File: config.mk
export PLATFORM = sky130hd
export DESIGN_NAME = seg7_scan_driver
export DESIGN_NICKNAME = d
export VERILOG_FILES = /design/src/rtl/seg7_scan_driver.sv
export SDC_FILE = /design/constraint.sdc
export NUM_CORES = 1
export LEC_CHECK = 0
export ABC_AREA = 1
export ABC_CLOCK_PERIOD_IN_PS = 2710
export CORE_MARGIN = 4
export CORE_UTILIZATION = 50
export DETAILED_ROUTE_END_ITERATION = 8
export DONT_BUFFER_PORTS = 1
export PLACE_DENSITY = 0.69
export SYNTH_ARGS = -nofsm -noshare
export SYNTH_HDL_FRONTEND = slang
export SYNTH_SLANG_ARGS = --single-unit
File: constraint.sdc
create_clock -name clk -period 2.71 [get_ports clk]
set_input_delay 0.4065 -clock clk [delete_from_list [all_inputs] [get_ports clk]]
set_output_delay 0.4065 -clock clk [all_outputs]
set_load 0.01 [all_outputs]
File: src/rtl/seg7_scan_driver.sv
// Time-multiplexed BCD-to-7-segment driver with tear-free frame-boundary updates,
// per-digit blinking, leading-zero suppression and selectable pin polarity.
module seg7_scan_driver #(
  parameter int DIGITS         = 4,
  parameter int SCAN_DIV       = 50000,
  parameter int BLINK_FRAMES   = 64,
  parameter bit SEG_ACTIVE_LOW = 1'b1,
  parameter bit DIG_ACTIVE_LOW = 1'b1
) (
  input  logic                  clk,
  input  logic                  rst_n,
  input  logic                  en,
  input  logic                  load,
  input  logic [4*DIGITS-1:0]   bcd,
  input  logic                  blank_lz,
  input  logic [DIGITS-1:0]     blink_en,
  output logic [6:0]            seg,
  output logic [DIGITS-1:0]     dig,
  output logic                  frame_done
);

  localparam int CNT_W = $clog2(SCAN_DIV);
  localparam int IDX_W = (DIGITS > 1) ? $clog2(DIGITS) : 1;
  localparam int FRM_W = (BLINK_FRAMES > 1) ? $clog2(BLINK_FRAMES) : 1;
  localparam logic [6:0]        SEG_OFF = SEG_ACTIVE_LOW ? 7'h7F : 7'h00;
  localparam logic [DIGITS-1:0] DIG_OFF = DIG_ACTIVE_LOW ? {DIGITS{1'b1}} : {DIGITS{1'b0}};

  logic [CNT_W-1:0]    cnt_q, cnt_d;
  logic [IDX_W-1:0]    idx_q, idx_d;
  logic [FRM_W-1:0]    frm_q, frm_d;
  logic                phase_q, phase_d;
  logic                pend_q, pend_d;
  logic [4*DIGITS-1:0] shadow_q, shadow_d;
  logic [4*DIGITS-1:0] disp_q, disp_d;
  logic [6:0]          seg_q, seg_d;
  logic [DIGITS-1:0]   dig_q, dig_d;
  logic                fdone_q, fdone_d;

  logic       lastCnt, lastIdx, boundary, blank, lzHit, zeroRun;
  logic [3:0] curDigit;
  logic [6:0] segRaw;

  function automatic logic [6:0] decodeBcd(input logic [3:0] d);
    case (d)
      4'd0:    decodeBcd = 7'b1111110;
      4'd1:    decodeBcd = 7'b0110000;
      4'd2:    decodeBcd = 7'b1101101;
      4'd3:    decodeBcd = 7'b1111001;
      4'd4:    decodeBcd = 7'b0110011;
      4'd5:    decodeBcd = 7'b1011011;
      4'd6:    decodeBcd = 7'b1011111;
      4'd7:    decodeBcd = 7'b1110000;
      4'd8:    decodeBcd = 7'b1111111;
      4'd9:    decodeBcd = 7'b1111011;
      default: decodeBcd = 7'b0000001;
    endcase
  endfunction

  // Outputs are computed from next-state values so the pins line up with the
  // cnt/idx they represent without an extra cycle of lag.
  always_comb begin
    cnt_d    = cnt_q;
    idx_d    = idx_q;
    frm_d    = frm_q;
    phase_d  = phase_q;
    pend_d   = pend_q;
    shadow_d = shadow_q;
    disp_d   = disp_q;
    lastCnt  = (cnt_q == CNT_W'(SCAN_DIV - 1));
    lastIdx  = (idx_q == IDX_W'(DIGITS - 1));
    boundary = en && lastCnt && lastIdx;

    if (en) begin
      if (lastCnt) begin
        cnt_d = '0;
        idx_d = lastIdx ? '0 : idx_q + IDX_W'(1);
      end else begin
        cnt_d = cnt_q + CNT_W'(1);
      end
    end

    if (boundary) begin
      if (frm_q == FRM_W'(BLINK_FRAMES - 1)) begin
        frm_d   = '0;
        phase_d = ~phase_q;
      end else begin
        frm_d = frm_q + FRM_W'(1);
      end
    end

    if (load) begin
      shadow_d = bcd;
      pend_d   = 1'b1;
    end
    // Going through shadow_d gives the same-edge load bypass for free.
    if ((!en || boundary) && pend_d) begin
      disp_d = shadow_d;
      pend_d = 1'b0;
    end

    curDigit = disp_d[4*idx_d +: 4];
    zeroRun  = 1'b1;
    lzHit    = 1'b0;
    for (int i = DIGITS - 1; i >= 0; i--) begin
      zeroRun = zeroRun && (disp_d[4*i +: 4] == 4'd0);
      if (IDX_W'(i) == idx_d) lzHit = zeroRun;
    end
    blank = (phase_d && blink_en[idx_d]) || (blank_lz && (idx_d != '0) && lzHit);

    segRaw  = decodeBcd(curDigit);
    seg_d   = SEG_OFF;
    dig_d   = DIG_OFF;
    fdone_d = boundary;
    if (en && (cnt_d != '0)) begin
      dig_d = DIG_ACTIVE_LOW ? ~(DIGITS'(1) << idx_d) : (DIGITS'(1) << idx_d);
      if (!blank) seg_d = SEG_ACTIVE_LOW ? ~segRaw : segRaw;
    end
  end

  always_ff @(posedge clk or negedge rst_n) begin
    if (!rst_n) begin
      cnt_q    <= '0;
      idx_q    <= '0;
      frm_q    <= '0;
      phase_q  <= 1'b0;
      pend_q   <= 1'b0;
      shadow_q <= '0;
      disp_q   <= '0;
      seg_q    <= SEG_OFF;
      dig_q    <= DIG_OFF;
      fdone_q  <= 1'b0;
    end else begin
      cnt_q    <= cnt_d;
      idx_q    <= idx_d;
      frm_q    <= frm_d;
      phase_q  <= phase_d;
      pend_q   <= pend_d;
      shadow_q <= shadow_d;
      disp_q   <= disp_d;
      seg_q    <= seg_d;
      dig_q    <= dig_d;
      fdone_q  <= fdone_d;
    end
  end

  assign seg        = seg_q;
  assign dig        = dig_q;
  assign frame_done = fdone_q;

endmodule

==> results of run 1 <==
[worst max-delay path, cell delays in order, from the launching register on]
cell	delay (ns)
sky130_fd_sc_hd__dfrtp_1	0.43
sky130_fd_sc_hd__nor2_2	0.16
sky130_fd_sc_hd__nand2_2	0.08
sky130_fd_sc_hd__nor2_4	0.20
sky130_fd_sc_hd__nand2_4	0.09
sky130_fd_sc_hd__o21ai_4	0.18
sky130_fd_sc_hd__nand2_4	0.12
sky130_fd_sc_hd__mux2_2	0.26
sky130_fd_sc_hd__nand2_1	0.05
sky130_fd_sc_hd__nand4_1	0.18
sky130_fd_sc_hd__inv_2	0.06
sky130_fd_sc_hd__ha_1	0.28
sky130_fd_sc_hd__inv_1	0.04
sky130_fd_sc_hd__nor2_1	0.13
sky130_fd_sc_hd__nor2_1	0.06
sky130_fd_sc_hd__nor2_1	0.10
sky130_fd_sc_hd__nand2_1	0.06
[final cells by class]
type / count / share of cell area [%]
Clock inverter: 6 / 1.54
Timing Repair Buffer: 24 / 4.71
Clock buffer: 10 / 3.09
Tap cell: 102 / 2.86
Sequential cell: 70 / 39.6
Multi-Input combinational cell: 342 / 40.4
Inverter: 92 / 7.74
[cell usage after synthesis, types with 2 or more instances]
cell / instances
sky130_fd_sc_hd__o21ai_0: 17
sky130_fd_sc_hd__or2_2: 12
sky130_fd_sc_hd__mux2_2: 2
sky130_fd_sc_hd__xnor2_1: 2
sky130_fd_sc_hd__o21a_1: 3
sky130_fd_sc_hd__nor2_2: 2
sky130_fd_sc_hd__nand4_1: 7
sky130_fd_sc_hd__nor3_1: 5
sky130_fd_sc_hd__xor2_1: 6
sky130_fd_sc_hd__nor2_4: 4
sky130_fd_sc_hd__nor2_1: 48
sky130_fd_sc_hd__and2_1: 2
sky130_fd_sc_hd__inv_1: 86
sky130_fd_sc_hd__inv_2: 5
sky130_fd_sc_hd__a22oi_1: 2
sky130_fd_sc_hd__buf_6: 4
sky130_fd_sc_hd__clkbuf_1: 3
sky130_fd_sc_hd__nand2_2: 16
sky130_fd_sc_hd__dfrtp_1: 59
sky130_fd_sc_hd__dfstp_2: 11
sky130_fd_sc_hd__nand2_1: 132
sky130_fd_sc_hd__nand3_1: 50
sky130_fd_sc_hd__a21oi_1: 7
sky130_fd_sc_hd__nand2_4: 4
sky130_fd_sc_hd__ha_1: 8
[flip-flops by register name (all words and copies together) (netlist names), 2 cells and up]
signal    count
idx_q         2
shadow_q     16
dig           4
cnt_q        16
disp_q       16
seg           7
frm_q         6
[per-stage QoR]
stage	TNS [ns]	std cells	total power [mW]	cell area [um^2]
after floorplan	0	514	1.82	3960
after global placement	0	619	1.93	4100
after detailed placement	0	619	1.94	4100
after CTS	0	637	2.85	4350
after global routing	-0.00351	646	3.05	4460
final	0	646	2.86	4460
[cell families (layout without fill, tap and decap cells)]
logic type / after synthesis / after routing / share of synthesized area [%]
XOR/XNOR: 8 / 8 / 1.77
adder cells (fa/ha/maj): 8 / 8 / 2.53
multiplexers: 2 / 2 / 0.569
AO/OA/AOI/OAI: 37 / 37 / 5.69
buffers and inverters: 102 / 132 / 10.8
flip-flops: 70 / 70 / 44.6
AND/OR/NAND/NOR: 287 / 287 / 34.1
[worst max-delay path by stage]
| stage | from | to | slack, ns |
|---|---|---|---|
| after detailed placement | cnt_q[0] | seg[3] | 0.03 |
| final | cnt_q[10] | seg[3] | 0.17 |
| after global placement | cnt_q[0] | seg[3] | 0.15 |
| after CTS | cnt_q[0] | seg[3] | 0.01 |
| after global routing | cnt_q[12] | seg[3] | -0.004 |
| after floorplan | cnt_q[0] | seg[3] | 0.19 |
[repair_timing]
action                     CTS  global route
hold endpoints to repair    70             0
buffers inserted             0             9
gates resized for setup      0            13
setup endpoints to repair    0             7
hold buffers                 2             0
[layer usage]
layer	global-route usage (%)	wire, um
met1	25.4	3910
met2	30.7	4060
met3	4.61	353
met4	4.54	100
met5	0	0
[power by group through the flow]
stage | Clock, mW | Sequential [mW] | Combinational (mW)
floorplan | 0 | 1.29 | 0.525
global placement | 0 | 1.31 | 0.614
detailed placement | 0 | 1.32 | 0.624
CTS | 0.898 | 1.30 | 0.656
global route | 0.949 | 1.32 | 0.783
finish | 0.874 | 1.30 | 0.682
==> summary.txt, run 1 <==
Floorplanning
  – Die boundary height: 97.0 um
  – Placeable core area: 7730 um^2
  – Number of top-level design ports: 37
  – Core Rows: 32
  – Overall die area: 9410 um^2
  – Initial cell density of the core: 51.2%
  – Die X: 97.0 um

STA
  – Transition time at the pin with the least slew margin: 0.506 ns
  – Smallest setup slack after layout: 0.166 ns
  – Max transition margin: 66.1%
  – Final critical-path share of the clock period: 93.9%
  – Final hold vios: 0
  – Maximum clock skew at final layout: 0.0135 ns
  – Final setup viols: 0
  – Final-layout worst hold slack: 0.217 ns
  – Tmin final: 2.54 ns
  – Highest achievable clock rate: 393 MHz
  – Final slew viol count: 0

Detailed routing
  – Routed len/inst: 13.0 um
  – Number of antenna-violating nets in the routed design: 0
  – Post-DR vias/cell: 4.93
  – Detailed-routing iteration count for the pre-antenna-repair pass: 4
  – Final Routed Wirelength: 8.43 mm
  – DRC violation count after routing: 0
  – Number of vias after detailed routing: 3182
  – Number of violations reported at the end of detailed-routing iteration 0: 145

Placement
  – Pre-CTS WS: 0.0289 ns
  – I/O Buffers: 0
  – Post-DP HPWL: 6.25 mm
  – Placer congestion estimate: 0.894

Cells and area
  – Count of filler cells inserted in the layout: 706
  – Total number of nets in the final design: 572
  – Utilization after layout: 57.7%
  – Most common cell after layout, fill and taps aside: sky130_fd_sc_hd__nand2_1
  – Area taken by flip-flops and latches: 1770 um^2
  – Antenna diode instance count: 0
  – Footprint of the multi-input gates: 1800 um^2
  – Share of post-route cells with drive strength above 1: 20.2%
  – Highest-count cells in the layout ignoring fill and taps: sky130_fd_sc_hd__nand2_1, sky130_fd_sc_hd__inv_1, sky130_fd_sc_hd__dfrtp_1
  – Synth-to-Final Area Change: 12.6%

Power and ir drop
  – Switching power share of the total: 33.5%
  – Total leakage power: 2.37 nW
  – Clock network fraction of total power: 30.5%
  – Gate power share: 23.9%
  – Power spent charging and discharging nets: 959 uW
  – Internal power consumption: 1.90 mW
  – Power per standard cell area: 641 nW/um^2
  – IR Drop Worst-Case VDD: 0.381 mV
  – Sequential share of power: 45.6%

Run status
  – Run status: finished, final reports clean

Logic synthesis
  – Library cell with the largest summed area after synthesis: sky130_fd_sc_hd__dfrtp_1
  – Post-synthesis instance area: 3960 um^2
  – Syn. warnings: 0
  – Post-synthesis average cell area: 7.70 um^2
  – Post-Syn Nets: 547
  – Seq/Total Area, Yosys: 44.6%
  – Number of storage elements in the synthesis netlist: 70
  – Number of enable flip-flop cells after synthesis: 0
  – Leading register cell type out of synthesis: sky130_fd_sc_hd__dfrtp_1
  – Leading cell types by total area after synthesis: sky130_fd_sc_hd__dfrtp_1, sky130_fd_sc_hd__nand2_1, sky130_fd_sc_hd__inv_1
  – Share of synthesized registers carrying an async set or reset: 100%
  – Gate Count Post-Synth: 514
  – Number of unique standard cell types used by synthesis: 42
  – Share of the synthesized area in the top cell type: 37.3%

Critical path
  – Capture instance of the worst register-to-register path: seg[3]
  – Nature of the critical path startpoint: register
  – Start-to-end type of the worst setup path: register to register
  – Endpoint kind of the worst setup timing path: register
  – Data required time of the worst path: 2.98 ns
  – Worst reg2reg startpoint: cnt_q[10]
  – Cell count of the worst reg-to-reg path: 16
  – Worst-case register-to-register setup slack: 0.17 ns
  – Worst-path fanout max: 9
  – Critical path data arrival time: 2.82 ns

Clock tree
  – TritonCTS Buffers: 9
  – Clock-pin slew reported for the worst setup and hold paths after clock tree synthesis: 0.08 ns
  – Later-pin clock latency in the skew report: 0.35 ns
  – TritonCTS clock tree: yes
  – Clock tree root driver cell: sky130_fd_sc_hd__clkbuf_8
  – Clock sink total: 70
  – Maximum count of clock buffers along a single path: 2
  – CTS H-tree lvls: 3

Global routing
  – Overall global routing resource usage: 18.9%
  – Sum of overflow across all layers after global routing: 0
  – First-pass GRT wire length: 14.5 mm
  – Via count of the first global-routing pass: 3061
  – Antenna violations before repair: 0
  – Pin count of the biggest net entering global routing: 71

Min path
  – Worst min-delay path endpoint: shadow_q[0]
  – Instance count along the most critical hold path: 2
  – Path category of the worst min-delay check: input port to register
  – Hold path startpoint: load

Job
  – Count of max-cap constraint violations: 0
Note: power is estimated with default switching activity, not from simulation.
==> run 2: changes to the inputs <==
Settings changed: CTS_CLUSTER_DIAMETER set to 80, GPL_ROUTABILITY_DRIVEN set to 0.
==> run 2 against run 1 <==
Net effect: clock skew shrank 0.00052 ns; setup slack lost 0.027 ns; core utilization shrank 0.62 points; sequential share of layout area grew 0.46 points; combinational power grew 1%; count of clock-buffer cells in the layout grew 2; cell count shrank 0.62%; register-to-register slack lost 0.03 ns; global-route usage is essentially flat; total power shrank 0.39%; highest routed layer unchanged.
==> summary.txt, run 2 (synthesis results as in run 1) <==
STA
  – Final setup viols: 0 (unchanged)
  – Final hold vios: 0 (unchanged)
  – Transition time at the pin with the least slew margin: 0.473 ns (was 0.506 ns)
  – Max transition margin: 68.3% (was 66.1%)
  – Highest achievable clock rate: 389 MHz (was 393 MHz)
  – Maximum clock skew at final layout: 0.0130 ns (was 0.0135 ns)
  – Setup repair after global routing missed its margin: true
  – Final slew viol count: 0 (unchanged)
  – Final critical-path share of the clock period: 94.8% (was 93.9%)
  – Tmin final: 2.57 ns (was 2.54 ns)
  – Final-layout worst hold slack: 0.213 ns (was 0.217 ns)

Global routing
  – First-pass GRT wire length: 14.6 mm (was 14.5 mm)
  – Pin count of the biggest net entering global routing: 71 (unchanged)
  – Via count of the first global-routing pass: 3089 (was 3061)
  – Antenna violations before repair: 0 (unchanged)
  – Sum of overflow across all layers after global routing: 0 (unchanged)
  – Overall global routing resource usage: 18.9% (about the same)

Critical path
  – Nature of the critical path startpoint: register (unchanged)
  – CP max-delay cell: sky130_fd_sc_hd__dfrtp_1 (unchanged)
  – Worst reg2reg startpoint: cnt_q[0] (was cnt_q[10])
  – Endpoint kind of the worst setup timing path: register (unchanged)
  – Start-to-end type of the worst setup path: register to register (unchanged)
  – CP Cell Sequence: ha_4 > nand3_4 > nor2_8 > nand2_4 > o21ai_4 > nand2_4 > mux2_2 > nand2_1 > nand4_1 > inv_2 > ha_1 > inv_1 > nor2_2 > nor2_1 > nor2_1 > nand2_1 (was nor2_2 > nand2_2 > nor2_4 > nand2_4 > o21ai_4 > nand2_4 > mux2_2 > nand2_1 > nand4_1 > inv_2 > ha_1 > inv_1 > nor2_1 > nor2_1 > nor2_1 > nand2_1)
  – Data required time of the worst path: 3.00 ns (was 2.98 ns)
  – Cell count of the worst reg-to-reg path: 16 (unchanged)
  – Worst-case register-to-register setup slack: 0.14 ns (was 0.17 ns)
  – Beginning of the critical path: cnt_q[0] (was cnt_q[10])
  – Critical path data arrival time: 2.86 ns (was 2.82 ns)
  – Maximum cell stage delay along the critical path: 0.41 ns (was 0.43 ns)
  – Capture instance of the worst register-to-register path: seg[3] (unchanged)
  – End point of the critical path: seg[3] (unchanged)
  – Worst-path fanout max: 11 (was 9)

Cells and area
  – Utilization after layout: 57.1% (was 57.7%)
  – Total number of nets in the final design: 568 (was 572)
  – Highest-count cells in the layout ignoring fill and taps: sky130_fd_sc_hd__nand2_1, sky130_fd_sc_hd__inv_1, sky130_fd_sc_hd__dfrtp_1 (unchanged)
  – Final instance count without filler cells: 642 (was 646)
  – Most common cell after layout, fill and taps aside: sky130_fd_sc_hd__nand2_1 (unchanged)
  – Post-Layout Inst Area: 4410 um^2 (was 4460 um^2)
  – Area taken by flip-flops and latches: 1770 um^2 (about the same)
  – Antenna diode instance count: 0 (unchanged)
  – Top Registers: cnt_q: 16 flops, disp_q: 16 flops, shadow_q: 16 flops (unchanged)
  – Share of post-route cells with drive strength above 1: 19.6% (was 20.2%)
  – Count of filler cells inserted in the layout: 720 (was 706)
  – Synth-to-Final Area Change: 11.4% (was 12.6%)
  – Footprint of the multi-input gates: 1790 um^2 (was 1800 um^2)

Min path
  – Path category of the worst min-delay check: input port to register (unchanged)

Clock tree
  – CTS H-tree lvls: 3 (unchanged)
  – Clock-pin slew reported for the worst setup and hold paths after clock tree synthesis: 0.07 ns (was 0.08 ns)
  – Later-pin clock latency in the skew report: 0.35 ns (about the same)
  – TritonCTS Buffers: 9 (unchanged)
  – Clock sink total: 70 (unchanged)
  – Clock tree root driver cell: sky130_fd_sc_hd__clkbuf_8 (unchanged)
  – Maximum count of clock buffers along a single path: 2 (unchanged)
  – TritonCTS clock tree: yes (unchanged)

Detailed routing
  – Detailed-routing iteration count for the pre-antenna-repair pass: 4 (unchanged)
  – Final Routed Wirelength: 8.46 mm (was 8.43 mm)
  – DRC violation count after routing: 0 (unchanged)
  – Number of vias after detailed routing: 3176 (was 3182)
  – Number of antenna-violating nets in the routed design: 0 (unchanged)
  – Number of violations reported at the end of detailed-routing iteration 0: 155 (was 145)
  – Routed len/inst: 13.2 um (was 13.0 um)
  – Post-DR vias/cell: 4.95 (was 4.93)

Placement
  – Placed cell count: 620 (was 619)
  – Total placed instance area: 4110 um^2 (was 4100 um^2)
  – I/O Buffers: 0 (unchanged)
  – Post-DP HPWL: 6.24 mm (was 6.25 mm)

Floorplanning
  – Die X: 97.0 um (unchanged)
  – Placeable core area: 7730 um^2 (unchanged)
  – Initial cell density of the core: 51.2% (unchanged)
  – Die boundary height: 97.0 um (unchanged)
  – Core Rows: 32 (unchanged)
  – Number of top-level design ports: 37 (unchanged)
  – Overall die area: 9410 um^2 (unchanged)

Power and ir drop
  – Total leakage power: 2.35 nW (was 2.37 nW)
  – Power per standard cell area: 646 nW/um^2 (was 641 nW/um^2)
  – IR Drop Worst-Case VDD: 0.276 mV (was 0.381 mV)

Job
  – Count of max-cap constraint violations: 0 (unchanged)

Run status
  – Run status: finished, final reports clean (unchanged)
## run 2: cell count changes in the layout (fill, tap and decap cells not counted), sizes merged
cell,before,now
buf,23,19
clkbuf,10,12
clkinv,3,4
clkinvlp,1,0
inv,93,91
## run 2: cell type report
class	instances	share of cell area, %
timing repair buffer	20	4.08
sequential	70	40.1
clock inverter	4	1.02
inverter	92	7.83
multi-input combinational	342	40.6
tap	102	2.89
clock buffer	12	3.52
## run 2: worst min path at each step
stage	startpoint	end	slack (ns)	cells after the start
5_1_grt	load	shadow_q[13]	0.21	2
2_1_floorplan	rst_n	cnt_q[0]	0.11	0
4_1_cts	load	shadow_q[0]	0.20	2
3_5_place_dp	rst_n	cnt_q[12]	0.11	0
6_report	load	shadow_q[0]	0.21	2
3_3_place_gp	rst_n	cnt_q[13]	0.11	0
## run 2: per-stage QoR
step                power [mW]  setup TNS, ns  setup slack (ns)
global placement          1.94              0             0.165
floorplan                 1.82              0             0.191
global route              3.04         -0.129           -0.0708
detailed placement        1.95              0            0.0758
finish                    2.85              0             0.140
CTS                       2.84              0            0.0688
## run 2: critical path, delay by kind of cell (launching register included)
kind,cells,cell delay (ns)
AO/OA/AOI/OAI,1,0.19
flip-flops,1,0.41
adder cells (fa/ha/maj),2,0.41
buffers and inverters,2,0.20
multiplexers,1,0.30
AND/OR/NAND/NOR,10,1.00
## run 2: repair_timing
action | 4_1_cts | 5_1_grt
hold endpoints to repair | 70 | 0
setup endpoints to repair | 0 | 7
setup buffers | 0 | 4
resized for setup | 0 | 12
hold buffers | 2 | 0
## run 2: metal layers
metal  global-route usage [%]  wire length (um)
met3                     4.04               391
met4                     7.34               178
met5                        0                 0
met2                     29.4              4000
met1                     25.9              3890
## run 2: power breakdown
| part | total, mW | internal, mW | leakage [nW] | switching [mW] |
|---|---|---|---|---|
| Clock | 0.856 | 0.471 | 0.106 | 0.385 |
| Sequential | 1.30 | 1.19 | 0.806 | 0.110 |
| Combinational | 0.690 | 0.252 | 1.44 | 0.438 |
| Total | 2.85 | 1.92 | 2.35 | 0.933 |
